<file path="config.mk">
export PLATFORM = sky130hd
export DESIGN_NAME = dual_rail_receiver_flat
export DESIGN_NICKNAME = d
export VERILOG_FILES = /design/src/rtl/dual_rail_receiver_if.sv /design/src/rtl/dual_rail_receiver.sv /design/src/flat_wrapper.sv
export SDC_FILE = /design/constraint.sdc
export NUM_CORES = 1
export LEC_CHECK = 0
export ABC_CLOCK_PERIOD_IN_PS = 3200
export CAP_MARGIN = 40
export CORE_MARGIN = 5
export CORE_UTILIZATION = 60
export DETAILED_ROUTE_END_ITERATION = 6
export DONT_BUFFER_PORTS = 1
export PLACE_DENSITY = 0.76
export SLEW_MARGIN = 30
export SYNTH_ARGS = -nofsm -noshare
export SYNTH_HDL_FRONTEND = slang
export SYNTH_SLANG_ARGS = --single-unit
</file>
<file path="constraint.sdc">
create_clock -name clk -period 3.2 [get_ports clk]
set_clock_uncertainty 0.1 [all_clocks]
set_input_delay 0.64 -clock clk [delete_from_list [all_inputs] [get_ports clk]]
set_output_delay 0.64 -clock clk [all_outputs]
set_load 0.005 [all_outputs]
</file>
<file path="src/rtl/dual_rail_receiver_if.sv">
// Channel-side rails plus the word-level valid/ready port of the dual-rail receiver.
// Latency: none, wires only.
// Backpressure: out_ready from the consumer; ackt back to the transmitter.
interface dual_rail_receiver_if #(
   parameter int WIDTH = 8
);
   logic             bitt1;
   logic             bitt2;
   logic             ackt;
   logic [WIDTH-1:0] data_out;
   logic             out_valid;
   logic             out_ready;
   logic             err;
   logic             par_err;

   // transmitter + consumer side
   modport master (
      output bitt1, bitt2, out_ready,
      input  ackt, data_out, out_valid, err, par_err
   );

   // receiver side
   modport slave (
      input  bitt1, bitt2, out_ready,
      output ackt, data_out, out_valid, err, par_err
   );
endinterface

</file>
<file path="src/rtl/dual_rail_receiver.sv">
// Dual-rail four-phase bit receiver: syncs rails, decodes one bit per handshake, packs LSB-first words.
// Latency: rail edge -> ackt edge = SYNC_STAGES+1 clk; last bit ack -> out_valid one clk later.
// Backpressure: a completed word waiting on a full output stalls the channel (ackt held low).
// Optional parity bit per word enabled by macro DUAL_RAIL_PARITY_CHECK_EN.
module dual_rail_receiver #(
   parameter int WIDTH       = 8,
   parameter int SYNC_STAGES = 2
) (
   input  logic                 clk,
   input  logic                 rst,
   dual_rail_receiver_if.slave  bus
);

`ifdef DUAL_RAIL_PARITY_CHECK_EN
   localparam int NBITS = WIDTH + 1;
`else
   localparam int NBITS = WIDTH;
`endif
   localparam int CW = $clog2(NBITS + 1);

   typedef enum logic {IDLE, ACK} state_t;

   state_t                 state, state_nxt;
   logic [SYNC_STAGES-1:0] sync0, sync1;
   logic                   r0, r1;
   logic [NBITS-1:0]       shreg;
   logic [CW-1:0]          cnt;
   logic                   full;
   logic                   take_bit;
   logic                   take_bad;
   logic                   load;
   logic [WIDTH-1:0]       data_q;
   logic                   valid_q;
   logic                   err_q;

   assign r0   = sync0[SYNC_STAGES-1];
   assign r1   = sync1[SYNC_STAGES-1];
   assign full = (cnt == CW'(NBITS));
   // hand the assembled word over whenever the output slot is free or being drained
   assign load = full && (!valid_q || bus.out_ready);

   // rail synchronisers, one shift chain per rail
   always_ff @(posedge clk) begin
      if (rst) begin
         sync0 <= '0;
         sync1 <= '0;
      end else begin
         sync0 <= {sync0[SYNC_STAGES-2:0], bus.bitt1};
         sync1 <= {sync1[SYNC_STAGES-2:0], bus.bitt2};
      end
   end

   // handshake FSM: state register
   always_ff @(posedge clk) begin
      if (rst) state <= IDLE;
      else     state <= state_nxt;
   end

   // handshake FSM: next state and token decode; no token taken while a word is stuck
   always_comb begin
      state_nxt = state;
      take_bit  = 1'b0;
      take_bad  = 1'b0;
      case (state)
         IDLE: begin
            if (!full) begin
               if (r0 ^ r1) begin
                  take_bit  = 1'b1;
                  state_nxt = ACK;
               end else if (r0 && r1) begin
                  take_bad  = 1'b1;
                  state_nxt = ACK;
               end
            end
         end
         ACK: begin
            if (!r0 && !r1) state_nxt = IDLE;
         end
         default: state_nxt = IDLE;
      endcase
   end

   // bit assembly: shift decoded bit into its slot, clear count on hand-off
   always_ff @(posedge clk) begin
      if (rst) begin
         shreg <= '0;
         cnt   <= '0;
         err_q <= 1'b0;
      end else begin
         err_q <= take_bad;
         if (load) begin
            cnt <= '0;
         end else if (take_bit) begin
            for (int i = 0; i < NBITS; i++) begin
               if (cnt == CW'(i)) shreg[i] <= r1;
            end
            cnt <= cnt + CW'(1);
         end
      end
   end

`ifdef DUAL_RAIL_PARITY_CHECK_EN
   logic perr_q;

   // output word register; load beats a simultaneous consume
   always_ff @(posedge clk) begin
      if (rst) begin
         data_q  <= '0;
         valid_q <= 1'b0;
         perr_q  <= 1'b0;
      end else if (load) begin
         data_q  <= shreg[WIDTH-1:0];
         valid_q <= 1'b1;
         perr_q  <= ^shreg;
      end else if (valid_q && bus.out_ready) begin
         valid_q <= 1'b0;
      end
   end

   assign bus.par_err = perr_q;
`else
   // output word register; load beats a simultaneous consume
   always_ff @(posedge clk) begin
      if (rst) begin
         data_q  <= '0;
         valid_q <= 1'b0;
      end else if (load) begin
         data_q  <= shreg[WIDTH-1:0];
         valid_q <= 1'b1;
      end else if (valid_q && bus.out_ready) begin
         valid_q <= 1'b0;
      end
   end

   assign bus.par_err = 1'b0;
`endif

   // ackt is exactly "in ACK"; the state is registered so ackt is too
   assign bus.ackt      = (state == ACK);
   assign bus.data_out  = data_q;
   assign bus.out_valid = valid_q;
   assign bus.err       = err_q;

endmodule

</file>
<file path="src/flat_wrapper.sv">
// flat-port wrapper written by rule: the top's interface ports become plain ports
module dual_rail_receiver_flat 
#(
   parameter int WIDTH       = 8,
   parameter int SYNC_STAGES = 2
)
  (clk, rst, bus_bitt1, bus_bitt2, bus_out_ready, bus_ackt, bus_data_out, bus_out_valid, bus_err, bus_par_err);
  dual_rail_receiver_if #(.WIDTH(WIDTH)) bus_i ();
  input  logic clk;
  input  logic rst;
  input wire logic [$bits(bus_i.bitt1)-1:0] bus_bitt1;
  input wire logic [$bits(bus_i.bitt2)-1:0] bus_bitt2;
  input wire logic [$bits(bus_i.out_ready)-1:0] bus_out_ready;
  output wire logic [$bits(bus_i.ackt)-1:0] bus_ackt;
  output wire logic [$bits(bus_i.data_out)-1:0] bus_data_out;
  output wire logic [$bits(bus_i.out_valid)-1:0] bus_out_valid;
  output wire logic [$bits(bus_i.err)-1:0] bus_err;
  output wire logic [$bits(bus_i.par_err)-1:0] bus_par_err;
  assign bus_i.bitt1 = bus_bitt1;
  assign bus_i.bitt2 = bus_bitt2;
  assign bus_i.out_ready = bus_out_ready;
  assign bus_ackt = bus_i.ackt;
  assign bus_data_out = bus_i.data_out;
  assign bus_out_valid = bus_i.out_valid;
  assign bus_err = bus_i.err;
  assign bus_par_err = bus_i.par_err;
  dual_rail_receiver #(.WIDTH(WIDTH), .SYNC_STAGES(SYNC_STAGES)) u_core (.clk(clk), .rst(rst), .bus(bus_i));
endmodule
</file>
# Word level (Yosys, flattened, before mapping)
# Index checks and enable logic that the tools add are counted.
# Widths: inputs -> output; s select.
[op_classes] n_reduce_logical=20 muxes=10 addsub=1 n_bitwise=3 n_eq_ne=8
[ops] op="$reduce_and 3->1" count=8
[ops] op="$eq 4x3->1 const B" count=4
[ops] op="$mux 1" count=9
[ops] op="$eq 4x2->1 const B" count=2
[ops] op="$add 4x1->4 const B" count=1
[ops] op="$eq 4x1->1 const B" count=1
[ops] op="$eq 4x4->1 const B" count=1
[ops] op="$logic_and 1x1->1" count=4
[ops] op="$logic_not 4->1" count=1
[ops] op="$reduce_or 4->1" count=1
[ops] op="$logic_not 1->1" count=3
[ops] op="$not 1->1" count=2
[ops] op="$pmux 1 s2" count=1
[ops] op="$reduce_bool 2->1" count=1
[ops] op="$reduce_or 2->1" count=1
[ops] op="$logic_or 1x1->1" count=1
[ops] op="$xor 1x1->1" count=1
[word_totals] elab_cells=57 output_inout_bits=12 input_bits=5 register_bits=27

# Depth between registers and ports, before layout
[logic_depth] depth_word=5 depth_mapped=6 mapped_depth_nobuf=5

# Worst setup path before layout
# No wires, ideal clock.
[synth_path] path_kind="reg2reg" startpoint="reg u_core.sync1[1]" endpoint="reg u_core.shreg[7]" path_stages_with_launch=6 n_path_buf=0 setup_time_ns=0.126 setup_slack_ns=1.659 arrival_time_ns=1.315 path_cell_list="dfxtp_1 inv_1 ha_1 nand3b_4 or3b_1 mux2i_1"
[synth_via] elab_chain_len=5
[synth_lines] item="start: declaration" line_no="dual_rail_receiver.sv:24" text="logic [SYNC_STAGES-1:0] sync0, sync1;"
[synth_lines] item="start signal: assignment" line_no="dual_rail_receiver.sv:49" text="sync1 <= {sync1[SYNC_STAGES-2:0], bus.bitt2};"
[synth_lines] item="$xor 1x1->1" line_no="dual_rail_receiver.sv:67" text="if (r0 ^ r1) begin"
[synth_lines] item="$mux 1" line_no="dual_rail_receiver.sv:67"
[synth_lines] item="$mux 1" line_no="dual_rail_receiver.sv:66" text="if (!full) begin"
[synth_lines] item="$mux 1" line_no="dual_rail_receiver.sv:64" text="case (state)"
[synth_lines] item="$reduce_and 3->1 (no source line)"
[synth_lines] item="end signal: indexed assignment" line_no="dual_rail_receiver.sv:95" text="if (cnt == CW'(i)) shreg[i] <= r1;"
[synth_lines] item="end: declaration" line_no="dual_rail_receiver.sv:26" text="logic [NBITS-1:0] shreg;"
# Parallel ways exist; a longest one is shown, timed or not.
# A chain may end at the register's enable or synchronous reset.

# Final worst setup path
[layout_path] startpoint="reg u_core.cnt[0]" endpoint="reg u_core.cnt[1]"
[layout_via] elab_chain_len=3 word_cells_on_any_way=6
[layout_lines] item="start: declaration" line_no="dual_rail_receiver.sv:27" text="logic [CW-1:0] cnt;"
[layout_lines] item="start signal: assignment" line_no="dual_rail_receiver.sv:97" text="cnt <= cnt + CW'(1);"
[layout_lines] item="$eq 4x4->1" line_no="dual_rail_receiver.sv:38" text="assign full = (cnt == CW'(NBITS));"
[layout_lines] item="$mux 1 or $logic_and 1x1->1 (tied branches)" line_no="dual_rail_receiver.sv:66, dual_rail_receiver.sv:40"
[layout_lines] item="$mux 1 or $reduce_or 2->1 (tied branches)"
# Parallel ways exist; a longest one is shown, timed or not.

==> impl_metrics.csv <==
group,metric,value,unit
sta,rsz0062_at_grt,"false",
critical_path,cp.arrival,2.01,ns
power,comb_power_share,5.6,%
floorplanning,row_count,16,
critical_path,reg2reg_from,"u_core.cnt[0]$_SDFFE_PP0P_",
clocking,htree_num_levels,1,
power,clockPowerShare,27.9,%
floorplanning,die_w,54.5,um
drt,viasPerCell,5.68,
critical_path,crit_type,"reg2reg",
critical_path,path_max_fanout,13,
clocking,root_buffer,"clkbuf_4",
power,power.switching,119,uW
sta,final_max_slew_viol_count,0,
drt,drcViolationCount,0,
power,power_switching_share,22.9,%
clocking,clk_pin_slew,0.14,ns
drt,wire_per_inst,14.4,um
min_path,hold_end,"u_core.sync0[1]$_SDFF_PP0_",
yosys,synth_fp_nets,132,
yosys,synth_seq_cells,27,
global_route,first_global_vias,819,
power,peakVddDrop,341,uV
global_route,grt_pass1_wl,3.59,mm
sta,worst_slack,1.30,ns
yosys,yosys.area.top_type,"dfxtp_1",
power,seqPwrFrac,66.5,%
critical_path,regToRegEndpoint,"u_core.cnt[1]$_SDFFE_PP0P_",
clocking,cts_buffer_depth,2,
power,fin_total_pwr,520,uW
drt,firstDrtPassIters,4,
yosys,seq_area_frac_synth,45.6,%
floorplanning,die_area,0.00297,mm^2
sta,fin_setup_tns,0,ns
cells_and_area,fin_util,63.5,%
cells_and_area,drive_gt1_share,5.88,%
sta,setup-violations-final,0,
job,drv_cap,0,
power,intPower,401,uW
min_path,worstHoldPathCells,1,
drt,dr_total_vias,830,
critical_path,critPathLaunchType,"flip-flop",
sta,period_minus_slack,1.90,ns
clocking,clk_latency,0.32,ns
drt,routed_wl,2.11,mm
yosys,synth.area.top_cells,"dfxtp_1, mux2i_1, ha_1",
clocking,ctsHoldBuffers,0,
sta,post-route-period-util,59.3,%
clocking,cts_setup_buffers,0,
sta,hold_violations,0,
yosys,ys_types,25,
critical_path,reg2reg_slack,1.30,ns
min_path,hold_path_class,"in2reg",
clocking,ctsResizeCount,0,
yosys,synth_area,0.00119,mm^2
global_route,antenna_found_initial,0,
drt,ant_nets,0,
clocking,cts_tree,"done",
status,status,"finished, final reports clean",
sta,fmax,527,MHz
min_path,hp-start,"rst",
floorplanning,coreArea,0.00192,mm^2
sta,tightest_slew,0.646,ns
power,leakagePower,0.517,nW
floorplanning,floorplan.initialDensity,61.7,%
global_route,track_usage,17.1,%
critical_path,worst-r2r-cell-count,5,
cells_and_area,final_nets,132,
drt,drtIter0Drc,12,
yosys,synthCells,120,
cells_and_area,fillerInstances,180,
yosys,synth_warnings,0,
place,dp_slack,1.36,ns
critical_path,cp.required,3.31,ns
sta,relSlewSlack,56.8,%
cells_and_area,area_growth,2.95,%
cells_and_area,num_antenna_cells,0,
clocking,numCtsBuffers,3,
yosys,syn_avg_cell_area,9.88,um^2
clocking,clkSinkCount,27,
floorplanning,die_h,54.5,um
place,dpl.hpwl,1.51,mm
yosys,synth_top_area_share,45.6,%
global_route,overflow,0,
global_route,grt_max_degree,17,
power,p_per_area,426,mW/mm^2
floorplanning,pin_count,17,
place,gp_congestion,0.870,
critical_path,end_kind,"flip-flop",
place,port_buffers,0,
-- registers in the layout (all words and copies together) (netlist names) --
signal,flops
u_core.sync0,2
u_core.shreg,8
u_core.sync1,2
u_core.bus.err,1
u_core.cnt,4
u_core.bus.out_valid,1
u_core.bus.data_out,8
u_core.bus.ackt,1
-- power by group through the flow --
stage / combinational [mW] / clock, mW / sequential, mW
after CTS: 0.0289 / 0.151 / 0.346
final: 0.0290 / 0.145 / 0.346
after floorplan: 0.0265 / 0 / 0.352
after global placement: 0.0276 / 0 / 0.353
after detailed placement: 0.0285 / 0 / 0.353
after global routing: 0.0320 / 0.161 / 0.347
-- how the worst max path moves through the flow --
stage,slack (ns),endpoint,startpoint
final,1.30,u_core.cnt[1]$_SDFFE_PP0P_,u_core.cnt[0]$_SDFFE_PP0P_
after global routing,1.10,u_core.cnt[3]$_SDFFE_PP0P_,u_core.cnt[0]$_SDFFE_PP0P_
after CTS,1.33,u_core.cnt[3]$_SDFFE_PP0P_,u_core.cnt[0]$_SDFFE_PP0P_
after detailed placement,1.36,u_core.cnt[3]$_SDFFE_PP0P_,u_core.cnt[0]$_SDFFE_PP0P_
after global placement,1.51,u_core.cnt[1]$_SDFFE_PP0P_,u_core.cnt[0]$_SDFFE_PP0P_
after floorplan,1.66,u_core.shreg[7]$_SDFFE_PP0P_,u_core.sync1[1]$_SDFF_PP0_
-- final cells by class --
cell class / count / area [um^2] / share of cell area (%)
well taps: 27 / 33.8 / 2.77
flip-flops and latches: 27 / 541 / 44.3
inverters: 5 / 18.8 / 1.54
multi-input cells: 83 / 601 / 49.2
clock inverters: 1 / 5.00 / 0.410
clock buffers: 3 / 22.5 / 1.84
-- worst max-delay path, cell delays in order, from the launching register on --
cell      delay, ns
dfxtp_1        0.38
inv_1          0.12
ha_1           0.24
nand3b_1       0.38
o21ai_0        0.48
a21oi_1        0.08
-- cell usage after synthesis --
cell type  instances
and3b_1            1
ha_1               7
a31o_1             8
and4bb_2           1
conb_1             1
a21oi_1            6
nand2_1            8
mux2i_1            9
nand2b_1          11
nor2b_1            6
buf_2              3
nor3_1             8
nand3b_4           1
dfxtp_1           27
nand3b_1           1
or3_1              3
inv_1              5
or3b_1             1
clkbuf_1           1
nor4b_2            1
nand3_1            3
buf_4              1
nor2_1             2
and4_1             1
o21ai_0            4
-- per-layer routing --
| layer | share of wire (%) | up-vias | track usage, % |
|---|---|---|---|
| li1 | - | 415 | - |
| met1 | 44 | 390 | 20.7 |
| met2 | 48 | 20 | 28.5 |
| met3 | 5.4 | 5 | 4.09 |
| met4 | 1.8 | 0 | 7.47 |
| met5 | 0 | - | 0 |
-- per-stage QoR --
stage                     hold slack (ns)  std cells  instance area, um^2
after detailed placement            0.326        142                 1190
after CTS                           0.252        146                 1220
after floorplan                     0.314        120                 1190
final                               0.266        146                 1220
after global routing                0.238        146                 1220
after global placement              0.319        142                 1190
-- placed cells by master (no fill, tap or decap), drive strengths merged --
master and count:
or3b 1, o21ai 4, nor2 2, a21oi 6
nand3 3, inv 5, nand3b 2, dfxtp 27
nor3 8, and3b 1, and4 1, clkinv 1
or3 3, nor4b 1, conb 1, ha 7
mux2i 9, nand2 8, and4bb 1, a31o 8
nor2b 6, clkbuf 3, nand2b 11
-- cells by family (layout without fill, tap and decap cells) --
logic type	after synthesis	count (layout)	share of synthesized area, %
simple gates	48	48	25.2
flops	27	27	45.6
compound gates	18	18	10.1
buf+inv	10	9	3.80
mux	9	9	7.60
fa+ha+maj	7	7	7.38
other cells	1	1	0.316
No activity file was read; power rests on OpenSTA's default activity.
